$ cat config.mk
export PLATFORM = sky130hd
export DESIGN_NAME = cbus_rr_arbiter
export DESIGN_NICKNAME = d
export VERILOG_FILES = /design/src/rtl/cbus_rr_arbiter.sv
export SDC_FILE = /design/constraint.sdc
export NUM_CORES = 1
export LEC_CHECK = 0
export ABC_AREA = 0
export CAP_MARGIN = 30
export CORE_AREA = 2 2 186 188
export CTS_CLUSTER_DIAMETER = 60
export CTS_CLUSTER_SIZE = 30
export DETAILED_ROUTE_END_ITERATION = 10
export DIE_AREA = 0 0 188 190
export DONT_BUFFER_PORTS = 1
export GPL_TIMING_DRIVEN = 0
export PLACE_DENSITY = 0.32
export RECOVER_POWER = 50
export REMOVE_ABC_BUFFERS = 1
export SKIP_LAST_GASP = 1
export SYNTH_ARGS = -nofsm -noshare
export SYNTH_HDL_FRONTEND = slang
export SYNTH_SLANG_ARGS = --single-unit
$ cat constraint.sdc
create_clock -name clk -period 6.8 [get_ports clk]
set_input_delay 1.36 -clock clk [delete_from_list [all_inputs] [get_ports clk]]
set_output_delay 1.36 -clock clk [all_outputs]
set_load 0.02 [all_outputs]
$ cat src/rtl/cbus_rr_arbiter.sv
// ---------------------------------------------------------------------------
// cbus_rr_arbiter
//
// Purpose:
//   Round-robin arbiter that shares a single CBus memory port between NREQ
//   requesters (instruction fetch, data access and page-table walker by
//   default). Once a requester is granted, the arbiter stays locked on it
//   until it completes (ready & last) or drops its valid (abort). The
//   arbiter never registers request fields; it only steers them.
//
// Bus layouts (flattened into plain vectors so the ports stay simple):
//   Request (REQ_W = 83 bits)
//     [0]      valid
//     [1]      is_write
//     [33:2]   addr
//     [36:34]  size
//     [40:37]  strobe
//     [72:41]  data
//     [80:73]  len
//     [82:81]  burst
//   Response (RESP_W = 34 bits)
//     [0]      ready
//     [1]      last
//     [33:2]   data
//
// Ports:
//   clk       in   single clock, rising-edge state updates
//   reset     in   synchronous active-high reset
//   ireqs     in   NREQ requests, requester i at [i*REQ_W +: REQ_W]
//   iresps    out  NREQ responses, requester i at [i*RESP_W +: RESP_W]
//   oreq      out  request forwarded to memory
//   oresp     in   response from memory
//   busy      out  high while a transaction is granted
//   grant_id  out  index of the granted requester (meaningful while busy)
//   beat_cnt  out  ready beats accepted in the current transaction (sat. 255)
// ---------------------------------------------------------------------------
module cbus_rr_arbiter #(
  parameter  int NREQ   = 3,
  localparam int IDW    = (NREQ > 1) ? $clog2(NREQ) : 1,
  localparam int REQ_W  = 83,
  localparam int RESP_W = 34
) (
  input  logic                     clk,
  input  logic                     reset,
  input  logic [NREQ*REQ_W-1:0]    ireqs,
  output logic [NREQ*RESP_W-1:0]   iresps,
  output logic [REQ_W-1:0]         oreq,
  input  logic [RESP_W-1:0]        oresp,
  output logic                     busy,
  output logic [IDW-1:0]           grant_id,
  output logic [7:0]               beat_cnt
);

  localparam int REQ_VALID  = 0;
  localparam int RESP_READY = 0;
  localparam int RESP_LAST  = 1;

  typedef enum logic {
    ST_IDLE = 1'b0,
    ST_BUSY = 1'b1
  } state_t;

  state_t           r_state;
  state_t           w_nextState;
  logic [IDW-1:0]   r_last;
  logic [IDW-1:0]   w_nextLast;
  logic [IDW-1:0]   r_grant;
  logic [IDW-1:0]   w_nextGrant;
  logic [7:0]       r_beatCnt;
  logic [7:0]       w_nextBeatCnt;

  logic [NREQ-1:0]  w_valid;
  logic             w_anyValid;
  logic [IDW-1:0]   w_pick;
  int               w_dist;
  int               w_bestDist;
  logic [REQ_W-1:0] w_grantReq;
  logic             w_grantValid;
  logic             w_active;

  // Gather the valid bit of every requester.
  always_comb begin
    w_valid = '0;
    for (int i = 0; i < NREQ; i++) begin
      w_valid[i] = ireqs[i*REQ_W + REQ_VALID];
    end
  end

  // Round-robin pick: each requester's distance is how many slots after the
  // last winner it sits, so the nearest valid one after last wins and the
  // last winner itself comes at the very end of the rotation.
  always_comb begin
    w_pick     = '0;
    w_anyValid = 1'b0;
    w_dist     = 0;
    w_bestDist = NREQ;
    for (int i = 0; i < NREQ; i++) begin
      w_dist = (i - int'(r_last) - 1 + 2*NREQ) % NREQ;
      if (w_valid[i] && (w_dist < w_bestDist)) begin
        w_bestDist = w_dist;
        w_pick     = IDW'(i);
        w_anyValid = 1'b1;
      end
    end
  end

  // Select the currently granted request.
  always_comb begin
    w_grantReq = '0;
    for (int i = 0; i < NREQ; i++) begin
      if (r_grant == IDW'(i)) begin
        w_grantReq = ireqs[i*REQ_W +: REQ_W];
      end
    end
  end

  assign w_grantValid = w_grantReq[REQ_VALID];

  // State register. Reset abandons any transaction in flight without
  // touching the pointer from the grant, so the lowest valid index wins next.
  always_ff @(posedge clk) begin
    if (reset) begin
      r_state   <= ST_IDLE;
      r_last    <= IDW'(NREQ - 1);
      r_grant   <= '0;
      r_beatCnt <= '0;
    end else begin
      r_state   <= w_nextState;
      r_last    <= w_nextLast;
      r_grant   <= w_nextGrant;
      r_beatCnt <= w_nextBeatCnt;
    end
  end

  // Next-state logic. Completion and abort both land in IDLE, which always
  // lasts a cycle because arbitration only happens from IDLE. An abort takes
  // precedence over any beat memory presents in that cycle.
  always_comb begin
    w_nextState   = r_state;
    w_nextLast    = r_last;
    w_nextGrant   = r_grant;
    w_nextBeatCnt = r_beatCnt;
    unique case (r_state)
      ST_IDLE: begin
        if (w_anyValid) begin
          w_nextState   = ST_BUSY;
          w_nextGrant   = w_pick;
          w_nextBeatCnt = '0;
        end
      end
      ST_BUSY: begin
        if (!w_grantValid) begin
          w_nextState = ST_IDLE;
          w_nextLast  = r_grant;
        end else if (oresp[RESP_READY]) begin
          if (r_beatCnt != 8'hFF) begin
            w_nextBeatCnt = r_beatCnt + 8'd1;
          end
          if (oresp[RESP_LAST]) begin
            w_nextState = ST_IDLE;
            w_nextLast  = r_grant;
          end
        end
      end
      default: begin
        w_nextState = ST_IDLE;
      end
    endcase
  end

  // Output steering. Reset masks everything immediately, before the
  // synchronous reset has even taken effect on the state register.
  assign w_active = (r_state == ST_BUSY) && !reset;

  always_comb begin
    oreq   = '0;
    iresps = '0;
    if (w_active) begin
      oreq = w_grantReq;
      for (int i = 0; i < NREQ; i++) begin
        if ((r_grant == IDW'(i)) && w_grantValid) begin
          iresps[i*RESP_W +: RESP_W] = oresp;
        end
      end
    end
  end

  assign busy     = w_active;
  assign grant_id = r_grant;
  assign beat_cnt = r_beatCnt;

endmodule
==> metrics.txt <==
crit path DAT 5.07 ns; total congestion overflow 0; headroom to the max-slew limit -55.4%; r2r worst-path depth 27; worst min path class register to register; clk root buf clkbuf_16; top_reg_cell synth dfxtp_1; Startpoint Class register; CP endpoint kind output pin; register area share after synthesis 4.65%; largest net degree at the start of global routing 85; Worst Hold Path Cells 2; skew final 0.00119 ns; total number of vias 6399; Sink Count 13; Ports 481; Detailed Routing Iterations Pass 1 5; global-route wire length before repair 37100 um; cell area after placement 6150 um2; CTS buffer count 3; via/cell ratio 4.81; Power Total 0.00236 W; Die W 188 um; vias in the first global route 5857; fin nets 1228; routed len/inst 20.2 um; sw power 0.00138 W; synthesized flop and latch total 13; wirelength, routed 26900 um; Max-Cap Viols 2; min-delay src grant_id[1]; worst vdd ir 0.0000980 V; most used cell, CP buf_12; Final setup viols 0; RR Startpoint r_last[0]; Detail Route Antenna Nets 0; die height 190 um; Total GRT Usage 13.5%; Post-Syn Instances 911; synth warn 0; internal power 0.000978 W; Core Rows 68; maximum clock rate 155 MHz; clk_lat worst skew 0.24 ns; Worst Max-Slew Pin Slew 2.33 ns; sequential cell area 268 um2; Hold Fails Final Rpt 0; starting density of the core 16.5%; CTS Buffer Depth 2; crit share post-route 94.6%; required time of the critical path 5.44 ns; EDFF count, synth 0; cell taking the most area after synthesis nor2_1; crit path kind register to output pin; area grow syn2layout 15.2%; starting DRC count in detailed routing 375; min Tclk post-route 6.43 ns; RSZ-0062 raised after global routing false; setup slack, reg-to-reg 0.38 ns; fillers 3928; placer congestion estimate 0.933; port bufs 0; Syn Area/Cell 6.14 um2; Crit-path slowest cell dfxtp_1; status finished with violations; Leakage 2.32 nW; initial antenna violation count 6; H-tree levels 1; combinational share of power 90.0%; Multi-input gate area 5180 um2; share of async-settable or async-resettable flops after synthesis 0%; Critical path origin grant_id[0]; Sw Ratio 58.6%; cell breakdown of the critical path clkbuf_2 > nor2b_4 > buf_12 > buf_12 > a21oi_1 > nor2_1; clk slew on worst S/H paths 0.05 ns; CTS tree yes; fraction of layout cells with a size suffix above 1 7.57%; die area 35700 um2; synthesized area 5600 um2; Yosys top cell area share 20.2%; Hold Buf Count CTS 0; Power Dens Cells 366 nW/um2; drc violations 0; detailed placement HPWL 22300 um; Slew Viols, Final 93; failing checks max-capacitance violations, max-slew violations; worst-path fanout max 55; clock share of power 4.8%; share of power burned in registers 5.3%; Slowest Stage Delay on Critical Path 1.89 ns; main area contributors after synthesis nor2_1, mux2i_1, ha_1; design area 6450 um2; core area 33900 um2; library cells used by synthesis 60
state kept, by name (all words and copies together), names as in the netlist:
signal	count
r_state	1
grant_id	2
r_last	2
beat_cnt	8
cells in the mapped netlist (all sizes together) (3+ instances only):
library cell / count
nor2: 301
mux2i: 104
a21oi: 103
ha: 70
clkbuf: 58
nand2: 49
nand3: 32
nor2b: 22
o21ai: 21
inv: 20
dfxtp: 13
buf: 12
nand4: 12
a21o: 9
and3: 8
nor3: 8
a211oi: 5
a31oi: 4
and4: 4
nor4: 4
xnor2: 4
xor2: 4
a211o: 3
nand2b: 3
o41ai: 3
or3: 3
final timing paths:
check           endpoint
min          grant_id[1]
max reg2reg  beat_cnt[1]
min reg2reg  grant_id[1]
max             oreq[20]
cell type report:
type	instances	area share (%)
tap	455	8.83
inverter	21	1.28
sequential	13	4.15
multi-input combinational	808	80.3
antenna	3	0.116
timing repair buffer	26	4.13
clock buffer	4	1.22
worst max-delay path: cells and delay by family, from the launching register on:
kind,cells,cell delay [ns]
DFF,1,1.89
buffers and inverters,3,1.92
AOI/OAI and AO/OA,1,0.52
and+or+nand+nor,2,0.30
metal layers:
layer	global-route usage, %	up-vias	share of wire [%]	wire length [um]
met1	15.1	2938	38	10200
li1	-	3082	-	-
met5	0	-	0.048	13
met2	26.4	352	53	14200
met4	2.51	2	1.6	425
met3	2.43	25	7.8	2090
through the flow:
stage                     cells  setup slack (ns)  hold slack (ns)  TNS (ns)  util [%]
after CTS                  1317            0.0467            0.588         0      18.8
after global placement     1296             -6.10            0.567   -527.52      17.4
after global routing       1329           0.00533            0.614         0      19.0
after floorplan             841             -1.02            0.518    -84.59         -
final                      1330             0.366            0.575         0      19.0
after detailed placement   1308             -2.06            0.581    -21.61      18.1
power by group through the flow:
stage / Clock [W] / Sequential (W) / Combinational, W
after floorplan: 0 / 0.000153 / 0.00144
final: 0.000112 / 0.000125 / 0.00213
after CTS: 0.000115 / 0.000129 / 0.00207
after global routing: 0.000120 / 0.000129 / 0.00236
after global placement: 0 / 0.000184 / 0.00189
after detailed placement: 0 / 0.000129 / 0.00196
timing repair:
action                                  4_1_cts  5_1_grt
endpoints found under the setup margin       11       11
pin swaps                                     4        8
gates resized for setup                      25       10
buffers inserted                              4       10
gates cloned                                  1        0
cells by family after synthesis:
logic type / share of synthesized area (%)
multiplexers: 18.8
AO/OA/AOI/OAI: 18.7
AND/OR/NAND/NOR: 34.8
flip-flops: 4.65
XOR/XNOR: 1.25
buffers and inverters: 6.15
adder cells (fa/ha/maj): 15.6
placed cells by master (no fill, tap or decap), types with 3 or more instances in the layout:
cell type  Yosys  final
buf_4          0     15
diode_2        0      3
a21oi_1      102    102
clkbuf_1      58      3
nor2_1       301    299
and4_1         4      4
dfxtp_1       13     11
and3_1         8      8
a211oi_1       5      5
nand3_1       31     30
a31oi_1        3      3
o21ai_0       19     16
nand4_1       12     12
nor3_1         8      8
nand2b_1       3      3
mux2i_1      104    102
a211o_1        3      3
xor2_1         4      4
nor4_1         3      3
nand2_1       49     48
a21o_1         9      9
clkbuf_16      0      3
nor2b_1       22     20
inv_1         18     17
ha_1          70     67
(Power assumes the default switching activity.)
